--- src/rtl/contador_b_if.sv ---
// -----------------------------------------------------------------------------
// contador_b_if
// Stimulus/response bundle for the B-counter.
//   enable  count/load enable (driver -> counter)
//   modo    operation select  (driver -> counter)
//   D       parallel load data (driver -> counter)
//   Q       registered count value (counter -> checker)
//   rco     registered ripple-carry/borrow pulse (counter -> checker)
// Modports: master = driver/checker side, slave = counter side.
// -----------------------------------------------------------------------------
interface contador_b_if #(
  parameter int WIDTH = 4
) ();
  logic             enable;
  logic [1:0]       modo;
  logic [WIDTH-1:0] D;
  logic [WIDTH-1:0] Q;
  logic             rco;

  modport master (output enable, modo, D, input Q, rco);
  modport slave  (input enable, modo, D, output Q, rco);
endinterface

--- src/rtl/contador_b.sv ---
// -----------------------------------------------------------------------------
// contador_b
// Synchronous up/down/step/load counter with a registered ripple-carry pulse,
// cascadable by feeding rco of one stage into enable of the next.
//
// Ports:
//   clk       rising-edge clock
//   reset_L   asynchronous active-low reset (clears Q, rco, wrap_cnt)
//   bus       contador_b_if.slave: enable, modo, D in; Q, rco out
//   wrap_cnt  (only with CONTADOR_B_WRAPCNT_EN) saturating count of rco pulses
//
// modo: 00 up by 1, 01 down by 1, 10 up by STEP, 11 parallel load of D.
// Optional feature macro: CONTADOR_B_WRAPCNT_EN adds the wrap_cnt output.
// -----------------------------------------------------------------------------
module contador_b #(
  parameter int WIDTH = 4,
  parameter int STEP  = 3
) (
  input  logic        clk,
  input  logic        reset_L,
`ifdef CONTADOR_B_WRAPCNT_EN
  contador_b_if.slave bus,
  output logic [7:0]  wrap_cnt
`else
  contador_b_if.slave bus
`endif
);

  localparam logic [WIDTH-1:0] MAX_VAL = {WIDTH{1'b1}};

  logic [WIDTH-1:0] r_q;
  logic             r_rco;
  logic [WIDTH-1:0] w_q_next;
  logic             w_rco_next;
  logic [WIDTH:0]   w_step_sum;

  // Extra bit holds the carry that becomes rco in step mode.
  assign w_step_sum = {1'b0, r_q} + (WIDTH + 1)'(STEP);

  always_comb begin
    w_q_next   = r_q;
    w_rco_next = 1'b0;
    if (bus.enable) begin
      case (bus.modo)
        2'b00: begin
          w_q_next   = r_q + 1'b1;
          w_rco_next = (r_q == MAX_VAL);
        end
        2'b01: begin
          w_q_next   = r_q - 1'b1;
          w_rco_next = (r_q == '0);
        end
        2'b10: begin
          w_q_next   = w_step_sum[WIDTH-1:0];
          w_rco_next = w_step_sum[WIDTH];
        end
        default: begin
          // Load never signals a wrap, whatever D is.
          w_q_next   = bus.D;
          w_rco_next = 1'b0;
        end
      endcase
    end
  end

  always_ff @(posedge clk or negedge reset_L) begin
    if (!reset_L) begin
      r_q   <= '0;
      r_rco <= 1'b0;
    end else begin
      r_q   <= w_q_next;
      r_rco <= w_rco_next;
    end
  end

  assign bus.Q   = r_q;
  assign bus.rco = r_rco;

`ifdef CONTADOR_B_WRAPCNT_EN
  logic [7:0] r_wrap_cnt;

  // Counts the same edges that raise rco; sticks at 255 rather than rolling.
  always_ff @(posedge clk or negedge reset_L) begin
    if (!reset_L) begin
      r_wrap_cnt <= 8'd0;
    end else if (w_rco_next && (r_wrap_cnt != 8'hFF)) begin
      r_wrap_cnt <= r_wrap_cnt + 8'd1;
    end
  end

  assign wrap_cnt = r_wrap_cnt;
`endif

endmodule

--- src/flat_wrapper.sv ---
// flat-port wrapper written by rule: the top's interface ports become plain ports
module contador_b_flat 
#(
  parameter int WIDTH = 4,
  parameter int STEP  = 3
)
  (clk, reset_L, bus_enable, bus_modo, bus_D, bus_Q, bus_rco);
  contador_b_if #(.WIDTH(WIDTH)) bus_i ();
  input  logic clk;
  input  logic reset_L;
  input wire logic [$bits(bus_i.enable)-1:0] bus_enable;
  input wire logic [$bits(bus_i.modo)-1:0] bus_modo;
  input wire logic [$bits(bus_i.D)-1:0] bus_D;
  output wire logic [$bits(bus_i.Q)-1:0] bus_Q;
  output wire logic [$bits(bus_i.rco)-1:0] bus_rco;
  assign bus_i.enable = bus_enable;
  assign bus_i.modo = bus_modo;
  assign bus_i.D = bus_D;
  assign bus_Q = bus_i.Q;
  assign bus_rco = bus_i.rco;
  contador_b #(.WIDTH(WIDTH), .STEP(STEP)) u_core (.clk(clk), .reset_L(reset_L), .bus(bus_i));
endmodule
--- config.mk ---
export PLATFORM = sky130hd
export DESIGN_NAME = contador_b_flat
export DESIGN_NICKNAME = d
export VERILOG_FILES = /design/src/rtl/contador_b_if.sv /design/src/rtl/contador_b.sv /design/src/flat_wrapper.sv
export SDC_FILE = /design/constraint.sdc
export NUM_CORES = 1
export LEC_CHECK = 0
export ABC_AREA = 1
export BUFFER_PORTS_ARGS = -buffer_cell sky130_fd_sc_hd__buf_2
export CAP_MARGIN = 20
export CELL_PAD_IN_SITES_DETAIL_PLACEMENT = 0
export CELL_PAD_IN_SITES_GLOBAL_PLACEMENT = 1
export CORE_MARGIN = 5
export CORE_UTILIZATION = 36
export CTS_CLUSTER_SIZE = 24
export DETAILED_ROUTE_END_ITERATION = 16
export PLACE_DENSITY = 0.87
export SLEW_MARGIN = 20
export SYNTH_ARGS = -nofsm -noshare
export SYNTH_HDL_FRONTEND = slang
export SYNTH_SLANG_ARGS = --single-unit
--- constraint.sdc ---
create_clock -name clk -period 3.8 [get_ports clk]
set_input_delay 0.76 -clock clk [delete_from_list [all_inputs] [get_ports clk]]
set_output_delay 0.76 -clock clk [all_outputs]
set_load 0.02 [all_outputs]
=== Word level (Yosys, flattened, before mapping) ===
Index checks and enable logic that the tools add are counted.

* Input port bits: 9
* Register bits after elaboration: 5
* Output and inout port bits: 5
* Word-level logic and storage cells: 13

* Reduce and logical (&&, ||, !) cells: 2
* Add/subtract/negate cells: 3
* Equal/unequal tests: 3
* Mux-type cells: 3

{| class="wikitable"
|+ Operator list
! cell !! number
|-
| $pmux 4 s3 || 1
|-
| $add 4x2->5 const B || 1
|-
| $add 4x1->4 const B || 1
|-
| $eq 4x4->1 const B || 1
|-
| $logic_not 4->1 || 1
|-
| $sub 4x1->4 const B || 1
|-
| $pmux 1 s3 || 1
|-
| $eq 2x1->1 const B || 1
|-
| $eq 2x2->1 const B || 1
|-
| $logic_not 2->1 || 1
|-
| $mux 1 || 1
|}

=== Logic depth before layout (Yosys ltp) ===
* Word-level depth: 3
* Gate-level depth with buffers: 10
* Gate-level depth less buffers: 10

=== Worst setup path after synthesis ===
Ideal clock, no wire load.

* Kind: input to register
* Start: input port bus_modo[1]
* End: register u_core.r_q[2] (netlist: u_core.bus.Q[2])
* Arrival: 1807 ps
* Setup time: 121 ps
* Setup slack: 1872 ps
* Cell stages on the path: 9
* Path buffers: 0
* Cell sequence: inv_2 nand2_2 inv_1 fa_1 or2_2 nand3_1 nand3_1 nand2_1 o21ai_1

* Longest elaborated chain between the ends: 2
* Elaborated cells between the ends (all ways): 4

{| class="wikitable"
|+ Ends and longest elaborated chain
! item !! RTL line !! text
|-
| start, declared || flat_wrapper.sv:12 || <nowiki>input wire logic [$bits(bus_i.modo)-1:0] bus_modo;</nowiki>
|-
| $eq 2x2->1 (tied with other cells) || contador_b.sv:44 || <nowiki>case (bus.modo)</nowiki>
|-
| $pmux 4 s3 (*) || contador_b.sv:44 ||
|-
| end signal, assigned || contador_b.sv:71 || <nowiki>r_q <= w_q_next;</nowiki>
|-
| end, declared || contador_b.sv:31 || <nowiki>logic [WIDTH-1:0] r_q;</nowiki>
|}

Every way passes the cells marked *; elsewhere a longest branch is shown, timed or not.
A chain may end at the register's enable or synchronous reset.

=== Worst setup path in the final report ===
Same ends and word-level chain as after synthesis.

==> impl_table.tex <==
\begin{tabular}{lr}
\hline
Metric & Value \\
\hline
\multicolumn{2}{l}{\textbf{Final layout}} \\
Finished Cell Area & 607 µm² \\
Area growth from synthesis to final layout & 22.2\% \\
Ratio of cells with drive above 1 in the final layout & 0.272 \\
Fraction of the core area covered by cells at the end of the flow & 0.466 \\
Fillcell total & 148 \\
Total inserted antenna cells & 0 \\
Nets & 108 \\
Non-filler cells in the finished layout & 107 \\
\multicolumn{2}{l}{\textbf{Logic synthesis}} \\
Number of enable flip-flop cells after synthesis & 0 \\
Top\_reg\_cell synth & sky130\_fd\_sc\_hd\_\_dfrtp\_1 \\
Portion of the post-synthesis area used by sequential elements & 0.252 \\
Async set-reset flop share out of synthesis & 1.00 \\
Cell type with the highest aggregate area in the netlist & sky130\_fd\_sc\_hd\_\_dfrtp\_1 \\
Average instance area after synthesis & 6.62 µm² \\
Netlist area before placement & between 400 and 500 µm² \\
Gate count after technology mapping & 75 \\
Top-count cell post-synth & sky130\_fd\_sc\_hd\_\_nand2\_1 \\
Flop and latch count out of synthesis & 5 \\
Syn Nets & 90 \\
Top area cells in the synthesized netlist & sky130\_fd\_sc\_hd\_\_dfrtp\_1 (25\%), sky130\_fd\_sc\_hd\_\_nand2\_1 (17\%), sky130\_fd\_sc\_hd\_\_ha\_1 (13\%), sky130\_fd\_sc\_hd\_\_nand3\_1 (11\%), sky130\_fd\_sc\_hd\_\_inv\_1 (6.0\%) \\
Warnings from Yosys & 0 \\
Leading post-synthesis cells by instance count & sky130\_fd\_sc\_hd\_\_nand2\_1 (23), sky130\_fd\_sc\_hd\_\_nand3\_1 (11), sky130\_fd\_sc\_hd\_\_inv\_1 (8) \\
Top cell type's share of synthesized area & 0.252 \\
Number of library cell types mapped by synthesis & 16 \\
\multicolumn{2}{l}{\textbf{Routing}} \\
Post-DR wirelength/cell & 10.5 µm \\
Number of DRC violations after detailed-routing iteration 0 & 4 \\
Residual antenna-violating net count after detailed routing & 0 \\
1st-pass router iterations & 4 \\
Routed WL & 1.12 mm \\
Per-cell via count in the routed design & 4.79 \\
Remaining routing DRC violations & 0 \\
Vias after detailed routing & approximately 500 \\
\multicolumn{2}{l}{\textbf{Worst setup path}} \\
Worst Path Arrival & 2.02 ns \\
Critical setup path kind & primary input to register \\
Element type at the critical path end & register \\
Reg-to-reg startpoint & u\_core.bus.Q[0] \\
Dominant cell type by count on the critical path & sky130\_fd\_sc\_hd\_\_nand3\_1 \\
Critical-path maximum fanout & 6 \\
End of the worst register-to-register path & u\_core.bus.Q[2] \\
Cell with the biggest individual delay on the critical path & sky130\_fd\_sc\_hd\_\_fa\_1 \\
CP required & 3.93 ns \\
Critical path's top delay family & simple AND/OR/NAND/NOR gates \\
Worst-case reg-to-reg path depth & 6 \\
Largest stage delay, worst path & 0.38 ns \\
Buf+Inv Stages, Crit Path & 3 \\
Setup slack on the worst flop-to-flop path & 2.19 ns \\
Critical path cell sequence & buf\_2 > inv\_2 > nand2\_2 > inv\_1 > fa\_1 > or2\_2 > nand3\_1 > nand3\_1 > nand2\_1 > o21ai\_1 \\
Critical Path Source Type & primary input \\
\multicolumn{2}{l}{\textbf{STA}} \\
Headroom to the max-slew limit & 0.818 \\
Max Fclk & 529 MHz \\
Period utilization & 0.497 \\
Worst Clk Skew & $\sim$0.0057 ns \\
Setup TNS Final & 0 ns \\
Setup repair after global routing missed its margin & no \\
Slew at the pin closest to its max-slew limit & 0.272 ns \\
Time the worst path needs with I/O delays and setup & 1.89 ns \\
Pins over their slew limit & 0 \\
Setup violations, final & 0 \\
Total count of hold-check failures in the final report & 0 \\
\multicolumn{2}{l}{\textbf{Floorplanning}} \\
Count of boundary I/O pins & 14 \\
Die width & 47.1 µm \\
Height of the die & 47.1 µm \\
Placeable core region & 0.00130 mm² \\
Row Count & 13 \\
Total die area & $\sim$0.0022 mm² \\
Effective utilization at floorplan & 0.382 \\
\multicolumn{2}{l}{\textbf{CTS}} \\
Max Root-Sink Buffers & 2 \\
Depth of the CTS H-tree & 1 \\
Root buf cell & sky130\_fd\_sc\_hd\_\_clkbuf\_4 \\
Hold-fix buffers at CTS & 0 \\
Insertion delay of the later-clocked pin in the worst-skew pair & $\sim$0.24 ns \\
Post-cts sizing count & 0 \\
CTS tree & done \\
Number of buffers created by CTS & 3 \\
Post-CTS setup buffers & 0 \\
Clock-pin transition on the worst setup and hold timing paths & 0.05 ns \\
Number of clock sinks & 5 \\
\multicolumn{2}{l}{\textbf{Global route}} \\
Overflow after GRT & 0 \\
Global-route wire length before repair & roughly 1.9 mm \\
Initial antenna violation count & 0 \\
All-Layer GR Usage & 0.121 \\
Largest net degree at the start of global routing & 8 \\
Number of global-route vias before repair & 459 \\
\multicolumn{2}{l}{\textbf{Placed design}} \\
Placed cell count & 103 \\
Final GP Congestion & 0.728 \\
Detail Placement HPWL & about 970 µm \\
Number of port buffers & 13 \\
Post-detailed-placement cell area & around 580 µm² \\
\multicolumn{2}{l}{\textbf{Power}} \\
Total power consumption of the routed design & 0.000280 W \\
Power per cell area & 461 mW/mm² \\
Static Leakage & 0.356 nW \\
Maximum resistive drop on vdd & 0.178 mV \\
\multicolumn{2}{l}{\textbf{Run status}} \\
Result of the run & completed \\
\multicolumn{2}{l}{\textbf{Job}} \\
Count of max-cap constraint violations & 0 \\
\multicolumn{2}{l}{\textbf{Hold path}} \\
Type of the tightest min-delay check & primary input to async pin \\
\hline
\end{tabular}
## registers in the layout (all words and copies together), names as in the netlist
signal	cells
u_core.bus.rco	1
u_core.bus.Q	4
## metrics by stage
| step | hold WS (ns) | setup slack, ns |
|---|---|---|
| after floorplan | 0.464 | 1.87 |
| after global placement | 0.578 | 1.69 |
| after detailed placement | 0.580 | 1.65 |
| after CTS | 0.315 | 1.92 |
| after global routing | 0.322 | 1.83 |
| final | 0.319 | 1.91 |
## cells in the final DEF (no fill, tap or decap)
cell type                  count
sky130_fd_sc_hd__inv_1         8
sky130_fd_sc_hd__clkbuf_1      1
sky130_fd_sc_hd__or2_0         2
sky130_fd_sc_hd__nand3_2       1
sky130_fd_sc_hd__or2_2         1
sky130_fd_sc_hd__clkbuf_4      3
sky130_fd_sc_hd__a21oi_1       2
sky130_fd_sc_hd__nand3_1      11
sky130_fd_sc_hd__ha_1          5
sky130_fd_sc_hd__fa_1          1
sky130_fd_sc_hd__o21ai_1       2
sky130_fd_sc_hd__nand2_2       2
sky130_fd_sc_hd__buf_2        13
sky130_fd_sc_hd__o21ai_0       5
sky130_fd_sc_hd__nor2_1        2
sky130_fd_sc_hd__a21oi_2       1
sky130_fd_sc_hd__nand2_1      23
sky130_fd_sc_hd__inv_2         4
sky130_fd_sc_hd__dfrtp_1       5
## cells by family after synthesis
logic type                 count (synthesis)  synth area share
adders and majority gates                  6             0.166
buffers and inverters                     12            0.0907
and+or+nand+nor                           42             0.383
AOI/OAI and AO/OA                         10             0.108
DFF                                        5             0.252
## layout make-up
| class | count | area (µm²) | area share |
|---|---|---|---|
| multi-input combinational | 58 | 327 | 0.538 |
| sequential | 5 | 125 | 0.206 |
| tap | 15 | 18.8 | 0.0309 |
| inverter | 12 | 45.0 | 0.0742 |
| clock buffer | 4 | 26.3 | 0.0433 |
| timing repair buffer | 13 | 65.1 | 0.107 |
## metal layers
layer,wire length [µm],share of wire,GRT usage,up-vias
met5,0,0,0,-
met4,15,0.013,0.0663,0
met3,42,0.037,0.0115,2
met2,554,0.49,0.201,12
met1,509,0.45,0.153,223
li1,-,-,-,275
## power by group
group / total [W] / switching, W / internal [W] / leakage (nW)
combinational: 0.000132 / 0.0000789 / 0.0000535 / 0.279
sequential: 0.0000860 / 0.0000215 / 0.0000645 / 0.0617
clock: 0.0000616 / 0.0000219 / 0.0000397 / 0.0150
## worst max-delay path by stage
stage	from	to	slack (ns)	depth (start not counted)
floorplan	bus_modo[1]	u_core.bus.Q[2]	1.87	9
global placement	bus_modo[1]	u_core.bus.Q[2]	1.69	10
detailed placement	bus_modo[1]	u_core.bus.Q[2]	1.65	10
CTS	bus_modo[1]	u_core.bus.Q[2]	1.92	10
global route	bus_modo[1]	u_core.bus.Q[1]	1.83	9
finish	bus_modo[1]	u_core.bus.Q[2]	1.91	10
No activity file was read; power rests on OpenSTA's default activity.
